## config.mk

```make
export PLATFORM = sky130hd
export DESIGN_NAME = pfu_rx
export DESIGN_NICKNAME = d
export VERILOG_FILES = /design/src/rtl/pfu_rx.sv
export SDC_FILE = /design/constraint.sdc
export NUM_CORES = 1
export LEC_CHECK = 0
export BUFFER_PORTS_ARGS = -buffer_cell sky130_fd_sc_hd__buf_2
export CAP_MARGIN = 40
export CORE_MARGIN = 8
export CORE_UTILIZATION = 39
export CTS_CLUSTER_SIZE = 12
export DETAILED_ROUTE_END_ITERATION = 12
export SYNTH_ARGS = -nofsm -noshare
export SYNTH_HDL_FRONTEND = slang
export SYNTH_SLANG_ARGS = --single-unit
```

## constraint.sdc

```tcl
create_clock -name clk -period 4.1 [get_ports clk]
set_clock_uncertainty 0.1 [all_clocks]
set_input_delay 0.41 -clock clk [delete_from_list [all_inputs] [get_ports clk]]
set_output_delay 0.41 -clock clk [all_outputs]
set_load 0.03 [all_outputs]
```

## src/rtl/pfu_rx.sv

```systemverilog
// pfu_rx -- receive-side power fix unit.
// Scales each complex FFT output sample by 181/4096 (~1/sqrt(512)) using
// shift-and-add only, then rounds or floors, saturates symmetrically to
// +/-(2^(DO_W-1)-1) and tags the sample with its subcarrier index and
// symbol start/end markers. Four register stages from di_vld to do_vld.
// Build option: define PFU_RX_ROUND_EN for round-half-up, otherwise floor.
module pfu_rx #(
    parameter int DI_W = 18,
    parameter int DO_W = 12,
    parameter int NFFT = 512
) (
    input  logic                    clk,
    input  logic                    rst_n,
    input  logic signed [DI_W-1:0]  di_re,
    input  logic signed [DI_W-1:0]  di_im,
    input  logic                    di_vld,
    output logic signed [DO_W-1:0]  do_re,
    output logic signed [DO_W-1:0]  do_im,
    output logic                    do_vld,
    output logic [$clog2(NFFT)-1:0] do_idx,
    output logic                    do_sop,
    output logic                    do_eop,
    output logic                    sat_flag
);

    localparam int PW      = DI_W + 8;
    localparam int IW      = $clog2(NFFT);
    localparam int SAT_MAX = (1 << (DO_W - 1)) - 1;

    localparam logic signed [PW-1:0] SAT_HI = PW'(SAT_MAX);
    localparam logic signed [PW-1:0] SAT_LO = PW'(-SAT_MAX);
    localparam logic [IW-1:0]        IDX_LAST = IW'(NFFT - 1);
`ifdef PFU_RX_ROUND_EN
    localparam logic signed [PW-1:0] RND_HALF = PW'(2048);
`endif

    // Component 0 is the real path, component 1 the imaginary path.
    logic signed [PW-1:0] x_ext  [2];
    logic signed [PW-1:0] t_q    [2][5];
    logic signed [PW-1:0] p1_q   [2];
    logic signed [PW-1:0] p2_q   [2];
    logic signed [PW-1:0] s_q    [2];
    logic signed [PW-1:0] shf_d  [2];
    logic signed [DO_W-1:0] y_d  [2];
    logic                 sat_d  [2];

    logic [IW-1:0] cnt_q, cnt_d;
    logic [IW-1:0] idx_q [3];
    logic          vld_q [3];

    // Sign-extend both input components to the internal product width.
    always_comb begin
        x_ext[0] = PW'(di_re);
        x_ext[1] = PW'(di_im);
    end

    // Next subcarrier index: advances only on accepted samples, wraps at NFFT-1.
    always_comb begin
        cnt_d = cnt_q;
        if (di_vld) begin
            cnt_d = (cnt_q == IDX_LAST) ? '0 : cnt_q + 1'b1;
        end
    end

    // Stage 4 datapath: scale by 2^-12, then clamp to the symmetric output range.
    always_comb begin
        // NOTE: every output of a combinational block gets a default first, so no path can infer a latch.
        for (int c = 0; c < 2; c++) begin
`ifdef PFU_RX_ROUND_EN
            shf_d[c] = (s_q[c] + RND_HALF) >>> 12;
`else
            shf_d[c] = s_q[c] >>> 12;
`endif
            sat_d[c] = 1'b0;
            y_d[c]   = shf_d[c][DO_W-1:0];
            if (shf_d[c] > SAT_HI) begin
                y_d[c]   = SAT_HI[DO_W-1:0];
                sat_d[c] = 1'b1;
            end else if (shf_d[c] < SAT_LO) begin
                y_d[c]   = SAT_LO[DO_W-1:0];
                sat_d[c] = 1'b1;
            end
        end
    end

    // Stages 1-3: shifted terms, partial sums, full product; index/valid travel alongside.
    always_ff @(posedge clk or negedge rst_n) begin
        // NOTE: sequential state uses non-blocking assignments so every stage samples pre-edge values.
        if (!rst_n) begin
            // NOTE: the pipeline arrays are cleared on reset so discarded in-flight samples can never leak out.
            for (int c = 0; c < 2; c++) begin
                for (int k = 0; k < 5; k++) t_q[c][k] <= '0;
                p1_q[c] <= '0;
                p2_q[c] <= '0;
                s_q[c]  <= '0;
            end
            for (int k = 0; k < 3; k++) begin
                vld_q[k] <= 1'b0;
                idx_q[k] <= '0;
            end
            cnt_q <= '0;
        end else begin
            for (int c = 0; c < 2; c++) begin
                if (di_vld) begin
                    t_q[c][0] <= x_ext[c] <<< 7;
                    t_q[c][1] <= x_ext[c] <<< 5;
                    t_q[c][2] <= x_ext[c] <<< 4;
                    t_q[c][3] <= x_ext[c] <<< 2;
                    t_q[c][4] <= x_ext[c];
                end else begin
                    for (int k = 0; k < 5; k++) t_q[c][k] <= '0;
                end
                p1_q[c] <= t_q[c][0] + t_q[c][1];
                p2_q[c] <= t_q[c][2] + t_q[c][3] + t_q[c][4];
                s_q[c]  <= p1_q[c] + p2_q[c];
            end
            vld_q[0] <= di_vld;
            vld_q[1] <= vld_q[0];
            vld_q[2] <= vld_q[1];
            idx_q[0] <= cnt_q;
            idx_q[1] <= idx_q[0];
            idx_q[2] <= idx_q[1];
            cnt_q    <= cnt_d;
        end
    end

    // Stage 4 output register: data and markers only when valid, sticky saturation flag.
    always_ff @(posedge clk or negedge rst_n) begin
        if (!rst_n) begin
            do_re    <= '0;
            do_im    <= '0;
            do_vld   <= 1'b0;
            do_idx   <= '0;
            do_sop   <= 1'b0;
            do_eop   <= 1'b0;
            sat_flag <= 1'b0;
        end else begin
            do_vld <= vld_q[2];
            if (vld_q[2]) begin
                do_re  <= y_d[0];
                do_im  <= y_d[1];
                do_idx <= idx_q[2];
                do_sop <= (idx_q[2] == '0);
                do_eop <= (idx_q[2] == IDX_LAST);
                if (sat_d[0] || sat_d[1]) sat_flag <= 1'b1;
            end else begin
                do_re  <= '0;
                do_im  <= '0;
                do_sop <= 1'b0;
                do_eop <= 1'b0;
            end
        end
    end

endmodule

```

After elaboration in Yosys (flattened, before gate mapping) --
Cells that the tools add are included.
Operators by class: equal/unequal tests 2, divide/modulo/power cells 0, bitwise operators 0, shift operators 0, $add $sub $neg 9, magnitude comparators 4, reduce and logical (&&, ||, !) cells 3, muxes and demuxes 15, $mul 0
Operator list (count):
- $mux 130 | 2
- $add 26x26->26 | 8
- $mux 12 | 6
- $gt 14x12->1 const B | 2
- $lt 14x12->1 const B | 2
- $eq 9x9->1 const B | 2
- $add 9x1->9 const B | 1
- $logic_not 9->1 | 1
- $mux 9 | 1
- $mux 1 | 6
- $reduce_and 2->1 | 1
- $logic_or 1x1->1 | 1
Word-level totals: input bits 39, word-level logic and storage cells 63, ROM bits 0, memory bits (writable) 0, bits in latches 0, memories kept 0, bits in registers 492

Depth between registers and ports, before layout --
Gate-level depths: netlist of run 1.
word-level depth 5, depth in mapped cells 9, gate-level depth less buffers 9

Worst setup path before layout of run 1 --
No wires, ideal clock.
kind reg-to-reg, start register t_q[134] (netlist name), end register p2_q[46] (netlist name), path buffers 0, cell stages (with the launch flop) 10, required time 3.920 ns, arrival 2.995 ns, slack 0.925 ns, setup time 0.080 ns, cell sequence dfrtp_1 -> fa_1 -> ha_1 -> a211oi_2 -> nor2_1 -> o311a_4 -> a311o_2 -> a41o_1 -> a221oi_2 -> xnor2_1
On the way: cells in the longest elaborated chain, start to end 1
RTL lines:
- from (decl) | RTL line 39 | logic signed [PW-1:0] t_q [2][5];
- from (signal, indexed assignment) | RTL line 105 | t_q[c][0] <= x_ext[c] <<< 7;
- from (signal, indexed assignment) | RTL line 106 | t_q[c][1] <= x_ext[c] <<< 5;
- from (signal, indexed assignment) | RTL line 107 | t_q[c][2] <= x_ext[c] <<< 4;
- $add 26x26->26 | RTL line 114 | p2_q[c] <= t_q[c][2] + t_q[c][3] + t_q[c][4];
- to (signal, indexed assignment) | RTL line 114
- to (decl) | RTL line 41 | logic signed [PW-1:0] p2_q [2];
No other way between the ends. A chain may end at the register's enable or synchronous reset.

Worst setup path after layout of run 1 --
Ends and elaborated chain as after synthesis.

==> qor.txt, run 1 <==
Critical path cell sequence: fa_1 -> ha_1 -> a211oi_2 -> nor2_1 -> o311a_4 -> a311o_2 -> a41o_1 -> a221oi_2 -> xnor2_1
Hold slack: 0.0268 ns
Critical path arrival: 3.69 ns
Area after DPL: 0.0119 mm^2
Status: complete, no violations
Clk_lat worst skew: 0.50 ns
Crit-path max FO: 5
CP endpoint kind: flip-flop
CTS sink count: 216
Via density: 4.87
Max Cap Viol: 0
CTS tree: built
Cell taking the most area after synthesis: dfrtp_1
Fmax: 298 MHz
GRT met3 Usage: 2.23%
Worst hold start: di_im[12]
H-tree depth: 1
Minimum clock period: 3.36 ns
Top post-synthesis cells by area: dfrtp_1, ha_1, fa_1, xnor2_1, nor2_1
Leak Pwr: 6.26 nW
Power density over the cells: 532 mW/mm^2
Tot Pwr: 6.84 mW
Warnings, synthesis: 0
Least-Margin Pin Slew: 0.795 ns
Post-synthesis sequential area ratio: 49.2%
RSZ-0062 raised after global routing: no
Grt ovf: 0
Number of global-route vias before repair: 7341
CP max-delay cell: dfrtp_1
Final hold vios: 0
Synth Area per Inst: 11.5 um^2
Met1 usage: 16.4%
Die Wd: 184 um
Hold depth: 2
Wire per inst: 13.7 um
Synth top area share: 49.2%
Worst Hold Class: in2reg
Period utilization: 82.0%
Total number of vias: 7116
Synth Register Bits: 216
Relative slew slack: 46.3%
Ys flop type: dfrtp_1
Worst Setup SP: t_q[134]
Endpoints failing setup: 0
HPWL after DPL: 14900 um
Post-synth EDFFs: 0
Fraction of layout cells with a size suffix above 1: 12.6%
CTS clk-pin slew, worst paths: 0.06 ns
Most common cell in the netlist: dfrtp_1
Syn nets: 1131
Initial antenna violation count: 0
Global-route wire length before repair: 34800 um
Post-route ant nets: 0
Nets: 1248
Post-CTS setup buffer count: 0
PortBufs: 75
Largest net degree at the start of global routing: 107
Final design utilization: 46.3%
Area grow syn2layout: 17.0%
Hold endpoint: t_q[12]
Iter 0 DRT Violations: 275
Asr flop ratio synth: 100%
DRT Pass-1 Iters: 6
Antenna cells: 0
Cell variety after synth: 60
Mapped Cells: 952
Final Cell Area: 0.0129 mm^2
Pre-CTS WS: 0.735 ns
Slew Limit Fails: 0
Initial Util: 39.5%
Largest stage delay on the critical path: 0.50 ns
WP data required: 4.43 ns
Rows: 61
DR DRC count: 0
Gr usage total: 12.2%
Setup TNS: 0 ns
# placed instances: 1402
GRT busiest layer: met2
Max VDD drop: 0.274 mV
Die area: 0.0338 mm^2
Fin cells: 1462
Num CTS Buffers: 25
Placer Congestion: 0.851
R2r setup slk: 0.74 ns
Synth cell count leaders: dfrtp_1, ha_1, nor2_1
Final worst-path setup slack: 0.740 ns
CP Class: reg2reg
Die Span Y: 184 um
CTS Buffer Depth: 3
Core ar.: 0.0278 mm^2
Final wirelength: 20000 um
Post-Synthesis Cell Area: 0.0110 mm^2
Critical Path Source Type: flip-flop
Path depth of the worst reg2reg path: 9
CTS root buf: clkbuf_16
Grt met2 use: 20.2%
I/O pin cnt: 76
FF-to-FF End: p2_q[46]
Reg-to-reg critical path startpoint: t_q[134]
[critical path: cells and delay by family, from the launching register on]
| kind | cells | cell delay (ns) |
|---|---|---|
| xor gates and xnor gates | 1 | 0.15 |
| AOI/OAI and AO/OA | 5 | 1.62 |
| DFF | 1 | 0.50 |
| and+or+nand+nor | 1 | 0.13 |
| adders and majority gates | 2 | 0.80 |
[worst max path at each step]
stage / to / slack (ns) / cells past startpoint
floorplan: p2_q[46] / 0.93 / 9
global placement: p2_q[46] / 0.75 / 9
detailed placement: p2_q[46] / 0.73 / 9
CTS: p2_q[44] / 0.72 / 9
global route: p2_q[46] / 0.53 / 9
finish: p2_q[46] / 0.74 / 9
[cells in the final DEF (no fill, tap or decap), types with 28 or more instances in the layout]
cell     count
a21oi_1     53
and2_1      38
buf_2       74
dfrtp_1    216
fa_1        32
ha_1       108
inv_1       30
nand2_1     48
nor2_1      90
o21ai_0     44
xnor2_1     43
xor2_1      28
[layer usage]
metal	wire (um)	share of wire [%]
met1	9580	48
met2	9200	46
met3	935	4.7
met4	306	1.5
met5	0	0
[area by class of cell]
type	instances	area [um^2]
clock buffers	33	686
flip-flops and latches	216	5410
fillers	2626	14900
inverters	30	113
repair buffers	97	608
well taps	378	473
multi-input cells	699	5440
clock inverters	9	129
[sequential cells by signal, indices dropped and copies added, names as in the netlist]
signal and count:
sat_flag 1, do_vld 1, idx_q 27, t_q 36, do_idx 9, p1_q 32
do_eop 1, do_im 12, cnt_q 9, p2_q 44, s_q 28, do_re 12
do_sop 1, vld_q 3
[kinds of logic after synthesis]
group | after synthesis | share of synthesized area, %
and+or+nand+nor | 270 | 12.1
DFF | 216 | 49.2
AOI/OAI and AO/OA | 207 | 12.6
adders and majority gates | 140 | 18.1
xor gates and xnor gates | 71 | 5.66
buffers and inverters | 37 | 1.26
muxes | 11 | 1.12
[where the power goes]
part / switching, mW / leakage [nW] / internal, mW
logic: 1.04 / 3.18 / 0.739
registers: 0.268 / 2.68 / 2.63
clock network: 0.811 / 0.394 / 1.35
[what timing repair did]
action | in CTS | in global routing
hold endpoints to repair | 120 | 0
gates resized for setup | 0 | 0
setup endpoints to repair | 0 | 0
hold buffers | 18 | 0
Power figures use the tool's default switching activity.
==> run 2, diff against run 1 <==
==> constraint.sdc (replaced) <==
create_clock -name clk -period 3 [get_ports clk]
set_clock_uncertainty 0.1 [all_clocks]
set_input_delay 0.3 -clock clk [delete_from_list [all_inputs] [get_ports clk]]
set_output_delay 0.3 -clock clk [all_outputs]
set_load 0.03 [all_outputs]
==> run 2 against run 1 <==
  * The run now ends with negative setup slack left
  * Maximum frequency grew 12%
  * Register-to-register slack got worse by 0.75 ns
  * Sequential power rose by 37%
  * Die area is the same
  * Clock power increased by 35%
  * Cell area rose by 4.4%
  * Setup slack got worse by 0.75 ns
  * Total power grew 38%
  * Core utilization rose by 2.1 points
  * Sequential share of layout area down 1.7 points
  * Via count grew 2.7%
  * Critical path depth is the same
  * Critical endpoint unchanged
  * Largest power group unchanged
==> qor.txt, run 2 (same netlist as run 1, synthesis figures left out) <==
WP depth: 9 (unchanged)
Status: finished, violations left
Initial antenna violation count: 0 (unchanged)
Seq pwr share: 41.9% (-0.5 points)
Critical path arrival: 3.34 ns (-0.35 ns)
Clock network power share: 30.9% (-0.8 points)
Hold depth: 2 (unchanged)
Most common cell after layout, fill and taps aside: dfrtp_1
Worst Setup SP: t_q[130]
Grt ovf: 0 (unchanged)
DR DRC count: 0 (unchanged)
Critical Path Source Type: flip-flop
CTS sink count: 216 (unchanged)
Relative slew slack: 48.4% (+2.1 points)
Fraction of layout cells with a size suffix above 1: 17.2% (+4.5 points)
Path depth of the worst reg2reg path: 9 (unchanged)
Least-Margin Pin Slew: 0.764 ns (-0.0315 ns)
Nets: 1305 (+4.6%)
Final worst-path setup slack: -0.0112 ns (-0.751 ns)
Max VDD drop: 0.380 mV (+39%)
Die Wd: 184 um (unchanged)
Tot Pwr: 9.44 mW (+38%)
Critical path's top delay family: compound AO/OA/AOI/OAI gates
Setup TNS: -0.0182 ns (-0.0182 ns)
Die area: 0.0338 mm^2 (unchanged)
Power density over the cells: 703 mW/mm^2 (+32%)
Failing checks: negative setup slack
Final hold vios: 0 (unchanged)
Clk_lat worst skew: 0.51 ns (about the same)
Period utilization: 100% (+18 points)
Post-route ant nets: 0 (unchanged)
DRT Pass-1 Iters: 4 (-2)
Final wirelength: 20700 um (+3.3%)
CTS clk-pin slew, worst paths: 0.06 ns (about the same)
CTS root buf: clkbuf_16
Largest register FFs: 44 (unchanged)
Max Cap Viol: 0 (unchanged)
R2r setup slk: -0.01 ns (-0.75 ns)
Slew Limit Fails: 0 (unchanged)
Most frequent cells in the layout: dfrtp_1, ha_1, nor2_1
Reg-to-reg critical path startpoint: t_q[130]
CTS Buffer Depth: 3 (unchanged)
PortBufs: 75 (unchanged)
FF-to-FF End: p2_q[46]
Largest stage delay on the critical path: 0.58 ns (+0.08 ns)
RSZ-0062 raised after global routing: yes
Int Power: 6.48 mW (+37%)
P_sw: 2.96 mW (+40%)
H-tree depth: 1 (unchanged)
Placer Congestion: 0.820 (-3.6%)
HPWL after DPL: 15600 um (+4.6%)
Core ar.: 0.0278 mm^2 (unchanged)
CP Class: reg2reg
Fmax: 332 MHz (+12%)
Rows: 61 (unchanged)
Global-route wire length before repair: 36000 um (+3.5%)
CTS tree: built
Crit-path max FO: 3 (-2)
Regs by FF count: p2_q x44, t_q x36, p1_q x32
Antenna cells: 0 (unchanged)
CP max-delay cell: fa_1
Number of buffers and inverters on the critical path: 0 (unchanged)
Via density: 4.81 (-1.1%)
Combinational power share: 27.1% (+1.1 points)
Area grow syn2layout: 22.2%
Critical path cell sequence: fa_1 -> ha_4 -> a211oi_2 -> nor2_2 -> o311a_4 -> a311o_2 -> a41o_1 -> a221oi_2 -> xnor2_1
Worst Hold Class: in2reg
Number of global-route vias before repair: 7711 (+5.0%)
Leak Pwr: 6.51 nW (+4.1%)
Gr usage total: 12.7% (+0.44 points)
Switching Share: 31.3% (+0.38 points)
Initial Util: 39.5% (unchanged)
Endpoints failing setup: 3 (+3)
Minimum clock period: 3.01 ns (-0.349 ns)
Wire per inst: 13.6 um (-0.60%)
I/O pin cnt: 76 (unchanged)
Largest net degree at the start of global routing: 84 (-21%)
Worst setup endpoint: p2_q[46]
Num CTS Buffers: 25 (unchanged)
WP data required: 3.33 ns (-1.10 ns)
Die Span Y: 184 um (unchanged)
Largest Register: p2_q
Total number of vias: 7309 (+2.7%)
CP endpoint kind: flip-flop
Iter 0 DRT Violations: 312 (+13%)
FILL cells: 2546 (-3.0%)
## run 2: changes by cell type in the layout (fill, tap and decap cells not counted), sizes merged
cell         change
buf             +38
clkinv           -3
inv              +1
clkinvlp         +3
bufinv           -1
dlygate4sd3     +19
## run 2: worst min path at each step
stage | start | to | slack [ns]
finish | di_vld | t_q[154] | 0.14
CTS | di_vld | t_q[146] | 0.14
detailed placement | idx_q[10] | idx_q[1] | 0.23
global route | di_vld | t_q[146] | 0.18
floorplan | rst_n | cnt_q[0] | -0.1
global placement | rst_n | t_q[4] | 0.23
## run 2: metrics by stage
| stage | util (%) | instance area (um^2) | setup slack (ns) | hold slack (ns) | std cells |
|---|---|---|---|---|---|
| 6_report | 48.3 | 13400 | -0.0112 | 0.143 | 1519 |
| 3_3_place_gp | 43.7 | 12100 | -0.0604 | 0.232 | 1437 |
| 3_5_place_dp | 43.7 | 12100 | -0.0864 | 0.235 | 1437 |
| 5_1_grt | 48.3 | 13400 | -0.148 | 0.176 | 1519 |
| 4_1_cts | 48.1 | 13400 | -0.0419 | 0.143 | 1519 |
| 2_1_floorplan | - | 11000 | -0.000168 | -0.0956 | 952 |
## run 2: what timing repair did
action,CTS,global route
endpoints found under the setup margin,6,14
hold endpoints to repair,116,0
pin swaps,4,6
hold buffers,37,0
buffers inserted,3,0
resized for setup,2,17
## run 2: area by class of cell
type / count / area [um^2] / area share [%]
clock buffers: 33 / 696 / 5.18
clock inverters: 9 / 111 / 0.830
inverters: 30 / 113 / 0.839
multi-input cells: 699 / 5520 / 41.1
flip-flops and latches: 216 / 5410 / 40.3
well taps: 378 / 473 / 3.52
repair buffers: 154 / 1100 / 8.16
## run 2: metal layers
metal	vias to the layer above	share of wire (%)	GRT usage (%)
li1	3730	-	-
met5	-	0	0
met2	106	46	21.3
met4	0	2.2	3.87
met1	3442	48	16.8
met3	31	3.8	1.84
## run 2: power groups by stage
stage          clock network (mW)  registers, mW  logic (mW)
6_report                     2.92           3.96        2.56
5_1_grt                      3.14           4.04        2.90
4_1_cts                      3.02           3.96        2.57
3_5_place_dp                    0           4.01        2.51
3_3_place_gp                    0           4.00        2.48
2_1_floorplan                   0           4.15        1.61
==> run 3, diff against run 2 <==
--- a/config.mk
+++ b/config.mk
@@ -5,12 +5,12 @@
 export SDC_FILE = /design/constraint.sdc
 export NUM_CORES = 1
 export LEC_CHECK = 0
-export BUFFER_PORTS_ARGS = -buffer_cell sky130_fd_sc_hd__buf_2
 export CAP_MARGIN = 40
 export CORE_MARGIN = 8
 export CORE_UTILIZATION = 39
 export CTS_CLUSTER_SIZE = 12
 export DETAILED_ROUTE_END_ITERATION = 12
+export DONT_BUFFER_PORTS = 1
 export SYNTH_ARGS = -nofsm -noshare
 export SYNTH_HDL_FRONTEND = slang
 export SYNTH_SLANG_ARGS = --single-unit
==> run 3 against run 2 <==
  * Global-route usage decreased by 0.18 points
  * Sequential cell count did not move
  * Cell area is 2.5% lower
  * Via count fell by 3.5%
  * Largest cell class unchanged
  * Sequential power is 6.6% higher
  * Setup slack worse by 0.068 ns
  * Sequential share of layout area grew 1.0 points
  * Combinational power down 17%
  * The flow finishes with violations (negative hold slack, negative setup slack)
  * Clock power is essentially flat
  * Highest routed layer unchanged
  * Non-clock buffer count shrank 74
  * Maximum frequency down 2.2%
==> qor.txt, run 3 (same netlist as run 1, synthesis figures left out) <==
Status: finished, violations left
Die area: 0.0338 mm^2 (unchanged)
Relative slew slack: 55.0% (+6.6 points)
Critical path arrival: 3.36 ns (+0.02 ns)
I/O pin cnt: 76 (unchanged)
Placer Congestion: 0.857 (+4.5%)
Critical Path Source Type: flip-flop
CP max-delay cell: fa_1
GRT busiest layer: met2
DR DRC count: 0 (unchanged)
Tot Pwr: 9.29 mW (-1.6%)
Global-route wire length before repair: 35200 um (-2.1%)
Post-route ant nets: 0 (unchanged)
P_sw: 2.90 mW (-1.8%)
Seq pwr share: 45.4% (+3.5 points)
Clock network power share: 31.7% (+0.8 points)
Endpoints failing setup: 4 (+1)
Most frequent cells in the layout: dfrtp_1, ha_1, nor2_1
CTS tree: built
Initial antenna violation count: 0 (unchanged)
Power density over the cells: 710 mW/mm^2 (+0.95%)
Die Wd: 184 um (unchanged)
# hold bufs at CTS: 38 (+2.7%)
CTS sink count: 216 (unchanged)
Antenna cells: 0 (unchanged)
CTS clk-pin slew, worst paths: 0.06 ns (about the same)
Die Span Y: 184 um (unchanged)
Regs by FF count: p2_q x44, t_q x36, p1_q x32
Grt ovf: 0 (unchanged)
Int Power: 6.38 mW (-1.5%)
Period utilization: 103% (+2.3 points)
Final hold vios: 216 (+216)
Area grow syn2layout: 19.1%
Initial Util: 39.5% (unchanged)
Core ar.: 0.0278 mm^2 (unchanged)
Grt met2 use: 20.3% (-0.95 points)
Slew Limit Fails: 0 (unchanged)
Gr usage total: 12.5% (-0.18 points)
Worst Hold Class: in2async
Number of global-route vias before repair: 7270 (-5.7%)
Crit-path max FO: 4 (+1)
Max Cap Viol: 0 (unchanged)
Via density: 4.88 (+1.4%)
Fmax: 325 MHz (-2.2%)
CP endpoint kind: flip-flop
Max VDD drop: 0.396 mV (+4.1%)
Largest register FFs: 44 (unchanged)
Largest Register: p2_q
WP data required: 3.28 ns (-0.05 ns)
Largest net degree at the start of global routing: 217 (+160%)
Wire per inst: 14.1 um (+3.9%)
HPWL after DPL: 14900 um (-4.2%)
Combinational power share: 22.9% (-4.2 points)
Hold slack: -0.612 ns (-0.755 ns)
FF+latch area: 0.00541 mm^2 (about the same)
Most common cell after layout, fill and taps aside: dfrtp_1
Least-Margin Pin Slew: 0.675 ns (-0.0887 ns)
Num CTS Buffers: 25 (unchanged)
H-tree depth: 1 (unchanged)
Failing checks: negative hold slack, negative setup slack
Fraction of layout cells with a size suffix above 1: 11.4% (-5.8 points)
Clk_lat worst skew: 0.53 ns (+0.02 ns)
RSZ-0062 raised after global routing: yes
Largest stage delay on the critical path: 0.60 ns (+0.02 ns)
Leak Pwr: 6.22 nW (-4.6%)
Minimum clock period: 3.08 ns (+0.0684 ns)
Multi-input combinational cell area: 0.00557 mm^2 (+0.79%)
Total number of vias: 7055 (-3.5%)
CTS Buffer Depth: 3 (unchanged)
CP Class: reg2reg
Final worst-path setup slack: -0.0795 ns (-0.0684 ns)
Final wirelength: 20400 um (-1.1%)
Rows: 61 (unchanged)
Nets: 1231 (-5.7%)
Critical path cell sequence: fa_1 -> ha_4 -> a211oi_2 -> nor2_2 -> o311a_4 -> a311o_2 -> a221o_2 -> nand4b_1 -> o311ai_2
Met1 usage: 17.0% (+0.18 points)
GRT met3 Usage: 2.09% (+0.26 points)
DRT Pass-1 Iters: 4 (unchanged)
Iter 0 DRT Violations: 368 (+18%)
FILL cells: 2527 (-0.75%)
Switching Share: 31.3% (-0.067 points)
PortBufs: 0 (-100%)
CTS root buf: clkbuf_16
==> run 3: path summary, 6_finish.rpt <==
path                       startpoint   endpoint  slack, ns  cells past startpoint
max in group asynchronous       rst_n  do_idx[1]       3.18                      0
min                             rst_n    t_q[14]      -0.61                      0
min in group clk            idx_q[21]  idx_q[12]       0.25                      0
max                          t_q[130]   p2_q[45]      -0.08                      9
min reg2reg                 idx_q[21]  idx_q[12]       0.25                      0
max reg2reg                  t_q[130]   p2_q[45]      -0.08                      9
==> run 3: area by class of cell <==
cell class,count,share of cell area (%)
clock buffers,37,5.66
clock inverters,6,0.574
inverters,30,0.861
multi-input cells,699,42.5
flip-flops and latches,216,41.4
well taps,378,3.61
repair buffers,80,5.39
==> run 3: worst max-delay path, delay by kind of cell (launching register included) <==
family                     cells  cell delay, ns
AOI/OAI and AO/OA              5            1.40
adders and majority gates      2            0.81
DFF                            1            0.43
and+or+nand+nor                2            0.20
==> run 3: through the flow <==
step	std cells	setup WS [ns]	setup TNS (ns)	cell area (um^2)	util (%)
3_3_place_gp	1357	-0.0678	-0.264	11700	42.1
6_report	1446	-0.0795	-0.233	13100	47.1
2_1_floorplan	952	-0.000168	-0.000168	11000	-
3_5_place_dp	1358	-0.147	-0.624	11700	42.1
5_1_grt	1446	-0.181	-1.11	13100	47.1
4_1_cts	1445	-0.0829	-0.248	13000	46.7
==> run 3: power by group through the flow <==
stage / clock network, mW / logic [mW] / registers [mW]
after floorplan: 0 / 1.61 / 4.15
after global placement: 0 / 2.00 / 4.27
after detailed placement: 0 / 2.03 / 4.29
after CTS: 3.05 / 2.11 / 4.24
after global routing: 3.19 / 2.45 / 4.31
final: 2.94 / 2.13 / 4.22
==> run 3: per-layer routing <==
metal,wire length (um),vias up
li1,-,3575
met1,9810,3327
met2,9340,123
met3,868,30
met4,420,0
met5,0,-
==> run 3: timing repair <==
| item | CTS | global route |
|---|---|---|
| pin swaps | 4 | 13 |
| setup buffers | 6 | 2 |
| hold endpoints to repair | 262 | 216 |
| resized for setup | 5 | 19 |
| endpoints found under the setup margin | 8 | 17 |
